[src/rtl/traffic_ctrl_gen.sv]
// Highway/farm-road junction controller driven by a prescaled phase timer.
// Define TRAFFIC_CTRL_ALLRED_EN to insert the AR1/AR2 all-red clearance phases.
module traffic_ctrl_gen #(
  parameter int TW      = 8,
  parameter int PRESC   = 16,
  parameter int GMIN_HW = 25,
  parameter int FG_MAX  = 20,
  parameter int YEL_T   = 4,
  parameter int AR_T    = 2
) (
  input  logic       CK,
  input  logic       CLRN,
  input  logic       FM,
  input  logic       TEST,
  output logic       GRN1,
  output logic       YLW1,
  output logic       RED1,
  output logic       GRN2,
  output logic       YLW2,
  output logic       RED2,
  output logic [2:0] PHASE
);

  typedef enum logic [2:0] {
    HG  = 3'd0,
    HY  = 3'd1,
    AR1 = 3'd2,
    FG  = 3'd3,
    FY  = 3'd4,
    AR2 = 3'd5
  } phase_t;

  // Reject parameter sets whose durations cannot be represented by the timer.
  if (TW < 1 || TW > 31) begin : g_bad_tw
    $error("traffic_ctrl_gen: TW out of range");
  end
  if (PRESC < 1 || PRESC > 65536) begin : g_bad_presc
    $error("traffic_ctrl_gen: PRESC out of range");
  end
  if (GMIN_HW < 1 || GMIN_HW > (2 ** TW) - 1) begin : g_bad_gmin
    $error("traffic_ctrl_gen: GMIN_HW out of range");
  end
  if (FG_MAX < 1 || FG_MAX > (2 ** TW) - 1) begin : g_bad_fgmax
    $error("traffic_ctrl_gen: FG_MAX out of range");
  end
  if (YEL_T < 1 || YEL_T > (2 ** TW) - 1) begin : g_bad_yel
    $error("traffic_ctrl_gen: YEL_T out of range");
  end
  if (AR_T < 1 || AR_T > (2 ** TW) - 1) begin : g_bad_ar
    $error("traffic_ctrl_gen: AR_T out of range");
  end

  localparam int PW = (PRESC > 1) ? $clog2(PRESC) : 1;
  localparam logic [PW-1:0] PLAST  = PW'(PRESC - 1);
  localparam logic [TW-1:0] TMAX   = '1;
  localparam logic [TW-1:0] GMIN_V = TW'(GMIN_HW);
  localparam logic [TW-1:0] FGMX_V = TW'(FG_MAX);
  localparam logic [TW-1:0] YEL_V  = TW'(YEL_T);
`ifdef TRAFFIC_CTRL_ALLRED_EN
  localparam logic [TW-1:0] AR_V   = TW'(AR_T);
`endif

  phase_t          state;
  phase_t          nxt;
  logic [TW-1:0]   timer;
  logic [PW-1:0]   presc;
  logic            test_q;
  logic            freq;
  logic            tick;

  // Lamp pattern {GRN1,YLW1,RED1,GRN2,YLW2,RED2}; anything unexpected shows all-red.
  function automatic logic [5:0] lamps(input phase_t s);
    case (s)
      HG:      lamps = 6'b100_001;
      HY:      lamps = 6'b010_001;
      FG:      lamps = 6'b001_100;
      FY:      lamps = 6'b001_010;
      default: lamps = 6'b001_001;
    endcase
  endfunction

  assign tick  = TEST | (presc == PLAST);
  assign PHASE = state;

  // Next-phase selection from the current phase, elapsed ticks and the farm request.
  always_comb begin
    nxt = state;
    case (state)
      HG: if (freq && timer >= GMIN_V) nxt = HY;
`ifdef TRAFFIC_CTRL_ALLRED_EN
      HY:  if (timer >= YEL_V) nxt = AR1;
      AR1: if (timer >= AR_V)  nxt = FG;
      FY:  if (timer >= YEL_V) nxt = AR2;
      AR2: if (timer >= AR_V)  nxt = HG;
`else
      HY:  if (timer >= YEL_V) nxt = FG;
      FY:  if (timer >= YEL_V) nxt = HG;
      AR1: nxt = HG;
      AR2: nxt = HG;
`endif
      FG: if (timer >= FGMX_V || (!FM && timer != '0)) nxt = FY;
      default: nxt = AR2;
    endcase
  end

  // Phase register, timer, prescaler, request latch and registered lamps.
  always_ff @(posedge CK) begin
    if (!CLRN) begin
      state  <= HG;
      timer  <= '0;
      presc  <= '0;
      freq   <= 1'b0;
      test_q <= 1'b0;
      {GRN1, YLW1, RED1, GRN2, YLW2, RED2} <= lamps(HG);
    end else begin
      state  <= nxt;
      test_q <= TEST;
      {GRN1, YLW1, RED1, GRN2, YLW2, RED2} <= lamps(nxt);
      if (nxt != state)
        timer <= '0;
      else if (tick && timer != TMAX)
        timer <= timer + 1'b1;
      // Leaving test mode restarts the prescaler so the first slow tick is a full period.
      if ((test_q && !TEST) || presc == PLAST)
        presc <= '0;
      else
        presc <= presc + 1'b1;
      if (FM)
        freq <= 1'b1;
      else if (nxt == FG && state != FG)
        freq <= 1'b0;
    end
  end

endmodule

[config.mk]
export PLATFORM = sky130hd
export DESIGN_NAME = traffic_ctrl_gen
export DESIGN_NICKNAME = d
export VERILOG_FILES = /design/src/rtl/traffic_ctrl_gen.sv
export SDC_FILE = /design/constraint.sdc
export NUM_CORES = 1
export LEC_CHECK = 0
export BUFFER_PORTS_ARGS = -buffer_cell sky130_fd_sc_hd__buf_2
export CAP_MARGIN = 20
export CORE_MARGIN = 5
export CORE_UTILIZATION = 50
export DETAILED_ROUTE_END_ITERATION = 8
export PLACE_DENSITY = 0.75
export SYNTH_ARGS = -nofsm -noshare
export SYNTH_HDL_FRONTEND = slang
export SYNTH_SLANG_ARGS = --single-unit
[constraint.sdc]
create_clock -name CK -period 4.3 [get_ports CK]
set_input_delay 0.86 -clock CK [delete_from_list [all_inputs] [get_ports CK]]
set_output_delay 0.86 -clock CK [all_outputs]
set_load 0.02 [all_outputs]
==> summary.md <==
| Metric | Value |
|---|---|
| Worst Skew | 0.0144 ns |
| Max Cap Violations | 0 |
| Count of input and output buffers | 12 |
| Drt first-iter violations | 28 |
| Wire length after detailed routing | around 2.5 mm |
| Gpl congestion | ~0.8 |
| Area delta synth->final | 2.87% |
| Total of warnings raised by yosys | 0 |
| Endpoint type of the worst setup path | flop |
| Fraction of layout instances using a drive strength above 1 | 21.8% |
| Die extent in x | about 61 um |
| Worst path arrival time | between 2 and 2.5 ns |
| R2r startpoint | timer[0] |
| Core Area | approximately 0.0025 mm^2 |
| CTS tree | done |
| Min Tclk post-route | between 2 and 2.5 ns |
| Gates resized, CTS repair | 0 |
| Total global routing track utilization | between 10% and 20% |
| CP Data Required Time | around 4.5 ns |
| Slew of the pin with the lowest slew margin | 0.694 ns |
| Hold crit path type | flop to flop |
| Detailed-route via count | between 1000 and 1500 |
| Critical path peak fanout | 8 |
| Via count of the first global-routing pass | 990 |
| Area of the die | roughly 0.0037 mm^2 |
| Die extent in y | 61.2 um |
| Outcome | finished, final reports clean |
| DRT met1 WL | around 1.1 mm |
| Critical path class | flop to flop |
| Buffer type at the clock tree root | sky130_fd_sc_hd__clkbuf_4 |
| Maximum achievable frequency | between 400 and 500 MHz |
| Number of distinct library cells after synthesis | between 50 and 60 |
| Min-delay src | presc[0] |
| Final-layout setup total negative slack | 0 ns |
| WL met2 | between 1 and 1.5 mm |
| Cell Count Post-Placement | 168 |
| Worst vdd ir | between 0.2 and 0.25 mV |
| Max-slew violation total from the final report | 0 |
| Net count after synthesis | around 140 |
| Number of buffers between clock root and the deepest sink | 2 |
| Share of async-settable or async-resettable flops after synthesis | 0% |
| Share of the synthesized area in the top cell type | between 30% and 40% |
| Post-synth top flop | sky130_fd_sc_hd__dfxtp_1 |
| Gate count of the mapped netlist | ~140 |
| Antenna violations before repair | 0 |
| Antenna-violating nets left | 0 |
| Final period util | 46.9% |
| Remaining max-slew budget at the tightest pin | 53.5% |
| Wire length of the first global-routing pass | between 4 and 5 mm |
| Total number of nets in the final design | 152 |
| Worst-path clk slew | 0.14 ns |
| Fillcell total | 230 |
| Commonest cells in the synthesized netlist | sky130_fd_sc_hd__dfxtp_1 (23), sky130_fd_sc_hd__nor2_1 (10), sky130_fd_sc_hd__nor3_1 (10) |
| Share of the yosys chip area belonging to registers | 35.1% |
| Starting utilization of the core area | between 50 and 60% |
| Placement Rows | 18 |
| Critical Path Source Type | flop |
| I/O Pins | 13 |
| Leakage component of the power | between 0.0005 and 0.0006 uW |
| Unrepaired setup endpoints after global routing | false |
| Cell area after technology mapping | about 0.0013 mm^2 |
| Cell accounting for the most synthesized area | sky130_fd_sc_hd__dfxtp_1 |
| Routed len/inst | ~15 um |
| First-pass detailed-route iteration total | 4 |
| Number of clock sinks seen by CTS | 23 |
| Layout Cells excl Fill | ~170 |
| Clock buffer count from CTS | 3 |
| Count of final setup violators | 0 |
| Number of enable-type register cells in the synthesized netlist | 0 |
| Pin count of the biggest net entering global routing | 15 |
| Count of hold buffers inserted by post-cts repair | 0 |
| Most frequently used cell type in the post-synthesis netlist | sky130_fd_sc_hd__dfxtp_1 |
| FF+latch count, synth | 23 |
| Via-per-instance ratio | 6.02 |
| Total half-perimeter wirelength after legalization and detailed placement | between 1.5 and 2 mm |
| Antenna diode count | 0 |
| Power density of the placed cells | between 200 and 300 mW/mm^2 |
| CTS H-Tree Depth | 1 |
| Clock insertion delay at the later pin of the skew report | between 0.3 and 0.4 ns |
| Average footprint of a synthesized cell | slightly below 10 um^2 |
| DRC violation count after routing | 0 |
| Crit. Startpoint | timer[0] |
| Highest routing layer actually used | met4 |
| Grt total ovfl | 0 |
| Leading post-synthesis cells by cell area | sky130_fd_sc_hd__dfxtp_1 (35%), sky130_fd_sc_hd__ha_1 (4.8%), sky130_fd_sc_hd__nor3_1 (3.8%) |
| # Post-CTS Setup Buffers | 0 |
| Met3 wire length | about 170 um |
| Final hold violations | 0 |
cells in the final DEF (no fill, tap or decap), types with 2 or more instances in the layout:
cell	n
sky130_fd_sc_hd__and3_2	2
sky130_fd_sc_hd__clkbuf_4	3
sky130_fd_sc_hd__buf_2	12
sky130_fd_sc_hd__nor4b_2	2
sky130_fd_sc_hd__o31ai_1	2
sky130_fd_sc_hd__a31oi_1	2
sky130_fd_sc_hd__a211oi_1	4
sky130_fd_sc_hd__nor3_1	10
sky130_fd_sc_hd__nand2b_1	2
sky130_fd_sc_hd__and2_1	2
sky130_fd_sc_hd__xnor2_1	5
sky130_fd_sc_hd__o21a_1	2
sky130_fd_sc_hd__ha_1	5
sky130_fd_sc_hd__a21oi_1	2
sky130_fd_sc_hd__o211ai_1	2
sky130_fd_sc_hd__nand3_1	3
sky130_fd_sc_hd__inv_1	8
sky130_fd_sc_hd__mux2i_1	4
sky130_fd_sc_hd__nor2_1	10
sky130_fd_sc_hd__nand2_1	5
sky130_fd_sc_hd__dfxtp_1	23
sky130_fd_sc_hd__o21ai_0	3
sky130_fd_sc_hd__a22o_1	2
flip-flops by register name, summed over array words and instances (netlist names):
signal,cells
presc,4
freq,1
YLW2,1
RED2,1
RED1,1
YLW1,1
GRN2,1
timer,8
PHASE,3
GRN1,1
test_q,1
layer usage:
layer  vias to the layer above  track usage [%]
met2                        34             25.4
met4                         0             6.19
li1                        510                -
met3                         4             4.19
met1                       488             19.1
met5                         -                0
worst max-delay path: stages, from the launching register on:
cell and delay [ns]:
sky130_fd_sc_hd__dfxtp_1 0.41, sky130_fd_sc_hd__inv_1 0.11, sky130_fd_sc_hd__ha_1 0.20, sky130_fd_sc_hd__or3b_1 0.23
sky130_fd_sc_hd__a311oi_2 0.12, sky130_fd_sc_hd__o31ai_2 0.66, sky130_fd_sc_hd__nor3_1 0.16
final cells by class:
type                       instances  area [um^2]  share of cell area (%)
clock buffer                       3         22.5                    1.67
multi-input combinational         95          729                    54.1
tap                               30         37.5                    2.79
timing repair buffer              12         60.1                    4.46
sequential                        23          460                    34.2
clock inverter                     1         7.51                   0.557
inverter                           8         30.0                    2.23
cell families after synthesis:
kind of cell	after synthesis	synth area share [%]
AND/OR/NAND/NOR	48	23.8
buffers and inverters	17	9.17
multiplexers	4	3.06
XOR/XNOR	6	4.01
flip-flops	23	35.1
adder cells (fa/ha/maj)	5	4.78
AO/OA/AOI/OAI	32	20.1
through the flow:
step	hold slack [ns]	utilization [%]	instance area, um^2	total power [uW]	setup slack [ns]
after detailed placement	0.447	52.7	1320	262	2.03
after global placement	0.430	52.7	1320	261	2.10
after CTS	0.468	53.9	1350	369	2.30
final	0.458	53.9	1350	363	2.28
after global routing	0.509	53.9	1350	379	2.16
after floorplan	0.418	-	1310	254	2.29
worst paths after layout:
check	end	slack [ns]	cells after the start
hold / removal	presc[0]	0.46	1
setup / recovery	timer[3]	2.28	6
setup reg to reg	timer[3]	2.28	6
hold reg to reg	presc[0]	0.46	1
power by group:
group / internal (uW) / switching [uW]
Sequential: 219 / 5.02
Combinational: 15.8 / 18.5
Clock: 35.5 / 69.7
Total: 270 / 93.2
Power figures use the tool's default switching activity.
